<file path="config.mk">
export PLATFORM = sky130hd
export DESIGN_NAME = console_tx
export DESIGN_NICKNAME = d
export VERILOG_FILES = /design/src/rtl/console_tx_pkg.sv /design/src/rtl/console_tx_sync_fifo.sv /design/src/rtl/console_tx.sv
export SDC_FILE = /design/constraint.sdc
export NUM_CORES = 1
export LEC_CHECK = 0
export BUFFER_PORTS_ARGS = -buffer_cell sky130_fd_sc_hd__buf_4
export CORE_MARGIN = 2
export CORE_UTILIZATION = 40
export CTS_CLUSTER_SIZE = 14
export DETAILED_ROUTE_END_ITERATION = 10
export GPL_TIMING_DRIVEN = 0
export PLACE_DENSITY = 0.61
export SYNTH_ARGS = -nofsm -noshare
export SYNTH_HDL_FRONTEND = slang
export SYNTH_SLANG_ARGS = --single-unit
</file>
<file path="constraint.sdc">
create_clock -name clk_i -period 3.9 [get_ports clk_i]
set_input_delay 0.585 -clock clk_i [delete_from_list [all_inputs] [get_ports clk_i]]
set_output_delay 0.585 -clock clk_i [all_outputs]
set_load 0.005 [all_outputs]
</file>
<file path="src/rtl/console_tx_pkg.sv">
// Shared definitions for the console transmitter: TX state encoding and
// data-bus decode constants.
package console_tx_pkg;

    typedef enum logic [1:0] {
        ST_IDLE  = 2'd0,
        ST_START = 2'd1,
        ST_DATA  = 2'd2,
        ST_STOP  = 2'd3
    } tx_state_e;

    localparam logic [31:0] FINI_MAGIC       = 32'h0002_0000;
    localparam int          CONSOLE_ADDR_BIT = 31;
    localparam logic [31:0] LOW_ADDR_LIMIT   = 32'h1000_0000;

    function automatic logic is_console_sel(input logic [31:0] addr);
        return addr[CONSOLE_ADDR_BIT];
    endfunction

endpackage

</file>
<file path="src/rtl/console_tx_sync_fifo.sv">
// Synchronous byte FIFO with occupancy count; read data is the current head
// entry, valid whenever the FIFO is non-empty.
module sync_fifo #(
    parameter int WIDTH = 8,
    parameter int DEPTH = 16
) (
    input  logic                     clk,
    input  logic                     rst,
    input  logic                     push,
    input  logic [WIDTH-1:0]         push_data,
    input  logic                     pop,
    output logic [WIDTH-1:0]         pop_data,
    output logic                     full,
    output logic                     empty,
    output logic [$clog2(DEPTH):0]   count
);

    localparam int AW = $clog2(DEPTH);

    logic [WIDTH-1:0] mem_r [DEPTH];
    logic [AW-1:0]    wr_ptr_r;
    logic [AW-1:0]    rd_ptr_r;
    logic [AW:0]      count_r;
    logic             do_push_s;
    logic             do_pop_s;

    assign full      = (count_r == (AW+1)'(DEPTH));
    assign empty     = (count_r == {(AW+1){1'b0}});
    assign count     = count_r;
    assign pop_data  = mem_r[rd_ptr_r];
    // A full FIFO refuses a push even when a pop happens in the same cycle.
    assign do_push_s = push && !full;
    assign do_pop_s  = pop && !empty;

    // Pointer and occupancy bookkeeping; pointers wrap naturally at DEPTH.
    always_ff @(posedge clk) begin
        if (rst) begin
            wr_ptr_r <= {AW{1'b0}};
            rd_ptr_r <= {AW{1'b0}};
            count_r  <= {(AW+1){1'b0}};
        end else begin
            if (do_push_s) begin
                wr_ptr_r <= wr_ptr_r + AW'(1);
            end
            if (do_pop_s) begin
                rd_ptr_r <= rd_ptr_r + AW'(1);
            end
            case ({do_push_s, do_pop_s})
                2'b10:   count_r <= count_r + (AW+1)'(1);
                2'b01:   count_r <= count_r - (AW+1)'(1);
                default: count_r <= count_r;
            endcase
        end
    end

    // Storage array write port.
    always_ff @(posedge clk) begin
        if (do_push_s) begin
            mem_r[wr_ptr_r] <= push_data;
        end
    end

endmodule

</file>
<file path="src/rtl/console_tx.sv">
// Memory-mapped console: CPU writes are queued into a byte FIFO and sent as
// 8N1 UART frames; a magic write value raises a sticky finish flag instead.
module console_tx
    import console_tx_pkg::*;
#(
    parameter int CLK_FREQ   = 100_000_000,
    parameter int BAUD       = 1_000_000,
    parameter int FIFO_DEPTH = 16
) (
    input  logic        clk_i,
    input  logic        rst_i,
    input  logic [31:0] dbus_addr_i,
    input  logic        dbus_wvalid_i,
    input  logic [31:0] dbus_wdata_i,
    output logic        dbus_wready_o,
    output logic        txd_o,
    output logic        busy_o,
    output logic        fini_o
);

    localparam int DIV = CLK_FREQ / BAUD;
    localparam int TW  = $clog2(DIV);
    localparam int CW  = $clog2(FIFO_DEPTH) + 1;
    localparam logic [TW-1:0] TIMER_LAST = TW'(DIV - 1);

    logic          sel_s;
    logic          low_addr_s;
    logic          is_fini_s;
    logic          accept_s;
    logic          push_s;
    logic          fini_set_s;
    logic          pop_s;
    logic          full_s;
    logic          empty_s;
    logic [CW-1:0] count_s;
    logic [7:0]    head_s;

    tx_state_e     state_r;
    tx_state_e     state_nxt_s;
    logic [TW-1:0] timer_r;
    logic [TW-1:0] timer_nxt_s;
    logic [2:0]    bit_idx_r;
    logic [2:0]    bit_idx_nxt_s;
    logic [7:0]    shifter_r;
    logic [7:0]    shifter_nxt_s;
    logic          txd_r;
    logic          txd_nxt_s;
    logic          timer_done_s;
    logic          fini_r;

    assign sel_s      = is_console_sel(dbus_addr_i);
    assign low_addr_s = (dbus_addr_i < LOW_ADDR_LIMIT);
    assign is_fini_s  = (dbus_wdata_i == FINI_MAGIC);
    assign accept_s   = sel_s && dbus_wvalid_i && !full_s && !rst_i;
    // Low-address writes would always be plain data; the select bit makes that unreachable.
    assign push_s     = accept_s && (low_addr_s || !is_fini_s);
    assign fini_set_s = accept_s && !low_addr_s && is_fini_s;

    assign dbus_wready_o = !full_s;
    assign txd_o         = txd_r;
    assign fini_o        = fini_r;
    assign busy_o        = (state_r != ST_IDLE) || (count_s != CW'(0));

    sync_fifo #(
        .WIDTH (8),
        .DEPTH (FIFO_DEPTH)
    ) u_fifo (
        .clk       (clk_i),
        .rst       (rst_i),
        .push      (push_s),
        .push_data (dbus_wdata_i[7:0]),
        .pop       (pop_s),
        .pop_data  (head_s),
        .full      (full_s),
        .empty     (empty_s),
        .count     (count_s)
    );

    assign timer_done_s = (timer_r == TIMER_LAST);

    // Frame sequencer: next state, bit timer, shifter and the next line level.
    always_comb begin
        state_nxt_s   = state_r;
        timer_nxt_s   = timer_r;
        bit_idx_nxt_s = bit_idx_r;
        shifter_nxt_s = shifter_r;
        pop_s         = 1'b0;
        txd_nxt_s     = 1'b1;
        case (state_r)
            ST_IDLE: begin
                if (!empty_s) begin
                    pop_s         = 1'b1;
                    shifter_nxt_s = head_s;
                    state_nxt_s   = ST_START;
                    timer_nxt_s   = TW'(0);
                end else begin
                    state_nxt_s   = ST_IDLE;
                end
            end
            ST_START: begin
                if (timer_done_s) begin
                    state_nxt_s   = ST_DATA;
                    timer_nxt_s   = TW'(0);
                    bit_idx_nxt_s = 3'd0;
                end else begin
                    timer_nxt_s   = timer_r + TW'(1);
                end
            end
            ST_DATA: begin
                if (timer_done_s) begin
                    timer_nxt_s   = TW'(0);
                    shifter_nxt_s = {1'b0, shifter_r[7:1]};
                    if (bit_idx_r == 3'd7) begin
                        state_nxt_s = ST_STOP;
                    end else begin
                        bit_idx_nxt_s = bit_idx_r + 3'd1;
                    end
                end else begin
                    timer_nxt_s   = timer_r + TW'(1);
                end
            end
            ST_STOP: begin
                if (timer_done_s) begin
                    state_nxt_s = ST_IDLE;
                    timer_nxt_s = TW'(0);
                end else begin
                    timer_nxt_s = timer_r + TW'(1);
                end
            end
            default: begin
                state_nxt_s = ST_IDLE;
                timer_nxt_s = TW'(0);
            end
        endcase
        // Line level is derived from where the FSM will be, so txd_r tracks the state exactly.
        case (state_nxt_s)
            ST_START: txd_nxt_s = 1'b0;
            ST_DATA:  txd_nxt_s = shifter_nxt_s[0];
            default:  txd_nxt_s = 1'b1;
        endcase
    end

    // Sequencer registers, registered line output and sticky finish flag.
    always_ff @(posedge clk_i) begin
        if (rst_i) begin
            state_r   <= ST_IDLE;
            timer_r   <= TW'(0);
            bit_idx_r <= 3'd0;
            shifter_r <= 8'h00;
            txd_r     <= 1'b1;
            fini_r    <= 1'b0;
        end else begin
            state_r   <= state_nxt_s;
            timer_r   <= timer_nxt_s;
            bit_idx_r <= bit_idx_nxt_s;
            shifter_r <= shifter_nxt_s;
            txd_r     <= txd_nxt_s;
            fini_r    <= fini_r | fini_set_s;
        end
    end

endmodule

</file>
==> flow_metrics.tcl <==
set metrics [dict create \
    leakage_nw 2.75 \
    netlist-cell-type-count 58 \
    htree_levels 4 \
    path_cells "buf_4, nor4_1, nand4_1, buf_4, o31ai_4, nand2b_1, ha_1, clkbuf_1, xor2_1, ha_1, nor2_1, nor3b_1, o21ai_0, a31oi_1, mux2_2" \
    synth_top_cells_by_area "sky130_fd_sc_hd__edfxtp_1 (55%), sky130_fd_sc_hd__dfxtp_1 (11%), sky130_fd_sc_hd__mux4_1 (6.0%)" \
    crit_path_max_incr_delay_ns 0.41 \
    rsz0062_at_grt "no" \
    regToRegStartpoint "u_fifo.count[1]" \
    clock_skew_ns 0.0115 \
    p_per_area_nw_per_um2 590 \
    synth.top_cell.area_share 0.545 \
    worst_path_dominant_cell_family "simple AND/OR/NAND/NOR gates" \
    grt_start_max_net_pins 18 \
    outcome "finished clean" \
    setup_viol_count_final 0 \
    area_delta_synth_final_pct 16.9 \
    synthesis.nets 521 \
    sequential_fraction_of_the_synthesis_area 0.656 \
    cts.reportedPaths.clkPinSlew_ns 0.06 \
    post_synth_instance_area_um2 7050 \
    cts_tree "yes" \
    floorplan.initialDensity 0.409 \
    worst_slew_pin_slew_ns 1.03 \
    grt_usage 0.159 \
    slew_violations 0 \
    core_area_um2 17200 \
    critical-path-slowest-cell "sky130_fd_sc_hd__nor4_1" \
    r2r.worst_path.cells 14 \
    timing.final.hold_violations 0 \
    worst-path-buf-inv 3 \
    timing.setup.critical_path_class "primary input to flop" \
    synth_warnings 0 \
    rrSetupSlack_ns 0.44 \
    numClockSinks 167 \
    global_route_wire_length_before_repair_um 21500 \
    nFillCells 1454 \
    first_global_vias 3954 \
    fin_worst_hold_slack_ns 0.464 \
    cts-buffers-inserted 17 \
    layout.nets 584 \
    dominantRegCellSynth "sky130_fd_sc_hd__edfxtp_1" \
    worstHoldPathCells 1 \
    multi_input_area_um2 2270 \
    irDropWorstVdd_uv 300 \
    port-buffer-count 42 \
    grt_overflow_total 0 \
    average_wire_per_cell_in_the_routed_design_um 18.5 \
    fmax_mhz 283 \
    hold_start "dbus_wdata_i[7]" \
    sequential_cell_area_um2 4620 \
    floorplan.die_area_um2 18700 \
    ioPinCount 71 \
    synthArstFlopShare 0 \
    syn_area_per_cell_um2 16.0 \
    layout.core_utilization 0.478 \
    cp_data_arrival_time_ns 3.85 \
    first_pass_iters 4 \
    worst_r2r_endpoint "u_fifo.count[4]" \
    period_needed_ns 3.54 \
    hp-class "primary input to flop" \
    placementRows 48 \
    hold-path-endpoint "u_fifo.mem_r[1][7]" \
    dp_cells 709 \
    die_width_um 137 \
    yosys.area.top_type "sky130_fd_sc_hd__edfxtp_1" \
    fraction_of_layout_cells_with_a_size_suffix_above_1 0.220 \
    drc_errors 0 \
    cp_max_fo 17 \
    via_count 3965 \
    postRouteAntennaNets 0 \
    post_drt_via_cell_ratio 5.34 \
    ctsLongestPathBuffers 2 \
    worst_skew_pair.late_latency_ns 0.43 \
    ys_ff_latch 167 \
    critPathCaptureType "flop" \
    drt_first_iter_violations 322 \
    detailed_place_hpwl_um 9210 \
    insertedDiodeCount 0 \
    required_ns 4.21 \
    synth_edf_count 128 \
    syn_inst 442 \
    antenna_violations_before_repair 0 \
    clock_tree.root_cell "sky130_fd_sc_hd__clkbuf_16" \
    critical_path.startpoint_type "primary input" \
    post_layout_nonfiller_instances 743 \
    die_h_um 137 \
    post-route-period-util 0.907 \
    wl_um 13800 \
    remaining_max_slew_budget_at_the_tightest_pin 0.311 \
    weighted_congestion_reported_at_the_end_of_routability_driven_placement 0.796 \
    max-cap-violations 0 \
]
==> cells in the final DEF, fill, tap and decap left out, types with 8 or more instances in the layout <==
cell type and count:
sky130_fd_sc_hd__clkbuf_16 17, sky130_fd_sc_hd__buf_4 44, sky130_fd_sc_hd__a211oi_1 13, sky130_fd_sc_hd__nand2_1 21, sky130_fd_sc_hd__nor2_1 43, sky130_fd_sc_hd__a21oi_1 9, sky130_fd_sc_hd__ha_1 12, sky130_fd_sc_hd__mux2i_1 13
sky130_fd_sc_hd__nor4_1 8, sky130_fd_sc_hd__dfxtp_1 39, sky130_fd_sc_hd__edfxtp_1 128, sky130_fd_sc_hd__mux4_1 16, sky130_fd_sc_hd__mux4_2 16
==> flip-flops by register name (all words and copies together) (netlist names), named ones only <==
name and flops:
u_fifo.rd_ptr_r 4, u_fifo.count 5, u_fifo.mem_r 128, bit_idx_r 3
timer_r 7, state_r 2, txd_o 1, shifter_r 8
u_fifo.wr_ptr_r 4, fini_o 1
==> layout make-up <==
class                   count  area share
repair buffers             44      0.0401
inverters                   7     0.00319
plain buffers              20      0.0169
well taps                 225      0.0342
flip-flops and latches    167       0.561
clock inverters            14      0.0170
multi-input cells         248       0.275
clock buffers              18      0.0521
==> logic make-up (layout without fill, tap and decap cells) <==
logic type / after synthesis / in the layout / synth area share
simple gates: 116 / 116 / 0.0839
mux: 49 / 49 / 0.136
flops: 167 / 167 / 0.656
xor+xnor: 10 / 10 / 0.0124
fa+ha+maj: 12 / 12 / 0.0213
compound gates: 61 / 61 / 0.0674
buf+inv: 27 / 103 / 0.0234
==> per-stage QoR <==
stage	setup WS (ns)	power [W]	instance area (um^2)	setup TNS [ns]
global placement	-0.178	0.00327	7650	-0.178
floorplan	0.519	0.00300	7050	0
detailed placement	-0.224	0.00330	7650	-0.224
finish	0.363	0.00487	8240	0
CTS	0.175	0.00492	8220	0
global route	0.117	0.00511	8240	0
==> worst register-to-register path, stage by stage, from the launching register on <==
cell and delay [ns]:
sky130_fd_sc_hd__dfxtp_1 0.29, sky130_fd_sc_hd__buf_2 0.16, sky130_fd_sc_hd__nor4_4 0.42, sky130_fd_sc_hd__a21oi_1 0.29
sky130_fd_sc_hd__o31ai_4 0.15, sky130_fd_sc_hd__nand2b_1 0.19, sky130_fd_sc_hd__ha_1 0.20, sky130_fd_sc_hd__clkbuf_1 0.34
sky130_fd_sc_hd__xor2_1 0.19, sky130_fd_sc_hd__ha_1 0.21, sky130_fd_sc_hd__nor2_1 0.07, sky130_fd_sc_hd__nor3b_1 0.18
sky130_fd_sc_hd__o21ai_0 0.12, sky130_fd_sc_hd__a31oi_1 0.21, sky130_fd_sc_hd__mux2_2 0.34
==> layer usage <==
| metal | up-vias | wire, um | GRT usage |
|---|---|---|---|
| met1 | 1967 | 6050 | 0.207 |
| met5 | - | 0 | 0 |
| li1 | 1886 | - | - |
| met3 | 10 | 802 | 0.0389 |
| met4 | 0 | 125 | 0.0475 |
| met2 | 102 | 6790 | 0.263 |
==> where the power goes <==
| part | switching, W | internal (W) |
|---|---|---|
| sequential | 0.0000730 | 0.00201 |
| clock | 0.000717 | 0.000896 |
| combinational | 0.000609 | 0.000556 |
==> worst max path at each step <==
| stage | slack [ns] | endpoint | startpoint | depth (start not counted) |
|---|---|---|---|---|
| finish | 0.36 | u_fifo.count[4] | dbus_wdata_i[1] | 15 |
| global route | 0.12 | u_fifo.count[4] | u_fifo.count[1] | 14 |
| CTS | 0.18 | u_fifo.count[4] | dbus_wdata_i[1] | 14 |
| detailed placement | -0.22 | u_fifo.count[4] | dbus_wdata_i[1] | 14 |
| global placement | -0.18 | u_fifo.count[4] | dbus_wdata_i[1] | 14 |
| floorplan | 0.52 | u_fifo.count[4] | dbus_wdata_i[12] | 13 |
==> cell usage after synthesis, drive strengths merged (2+ instances only) <==
cell,n
a211oi,13
a221o,6
inv,7
nand3b,4
nor2b,7
a31oi,2
nor2,45
o311ai,2
a22o,2
a311oi,3
nand4,2
mux2i,13
ha,12
nor4,9
a22oi,4
xor2,7
o22ai,2
buf,14
a41oi,2
nand3,5
o31ai,2
nor3,7
a21oi,9
nand2,21
nor3b,2
mux4,32
xnor2,3
o21ai,8
clkbuf,6
mux2,4
nand2b,4
and4,2
dfxtp,39
edfxtp,128
and3,3
==> repair_timing <==
item	in CTS	in global routing
buffers inserted	0	2
gates resized for setup	0	1
setup endpoints to repair	0	1
hold buffers	0	0
No activity file was read; power rests on OpenSTA's default activity.
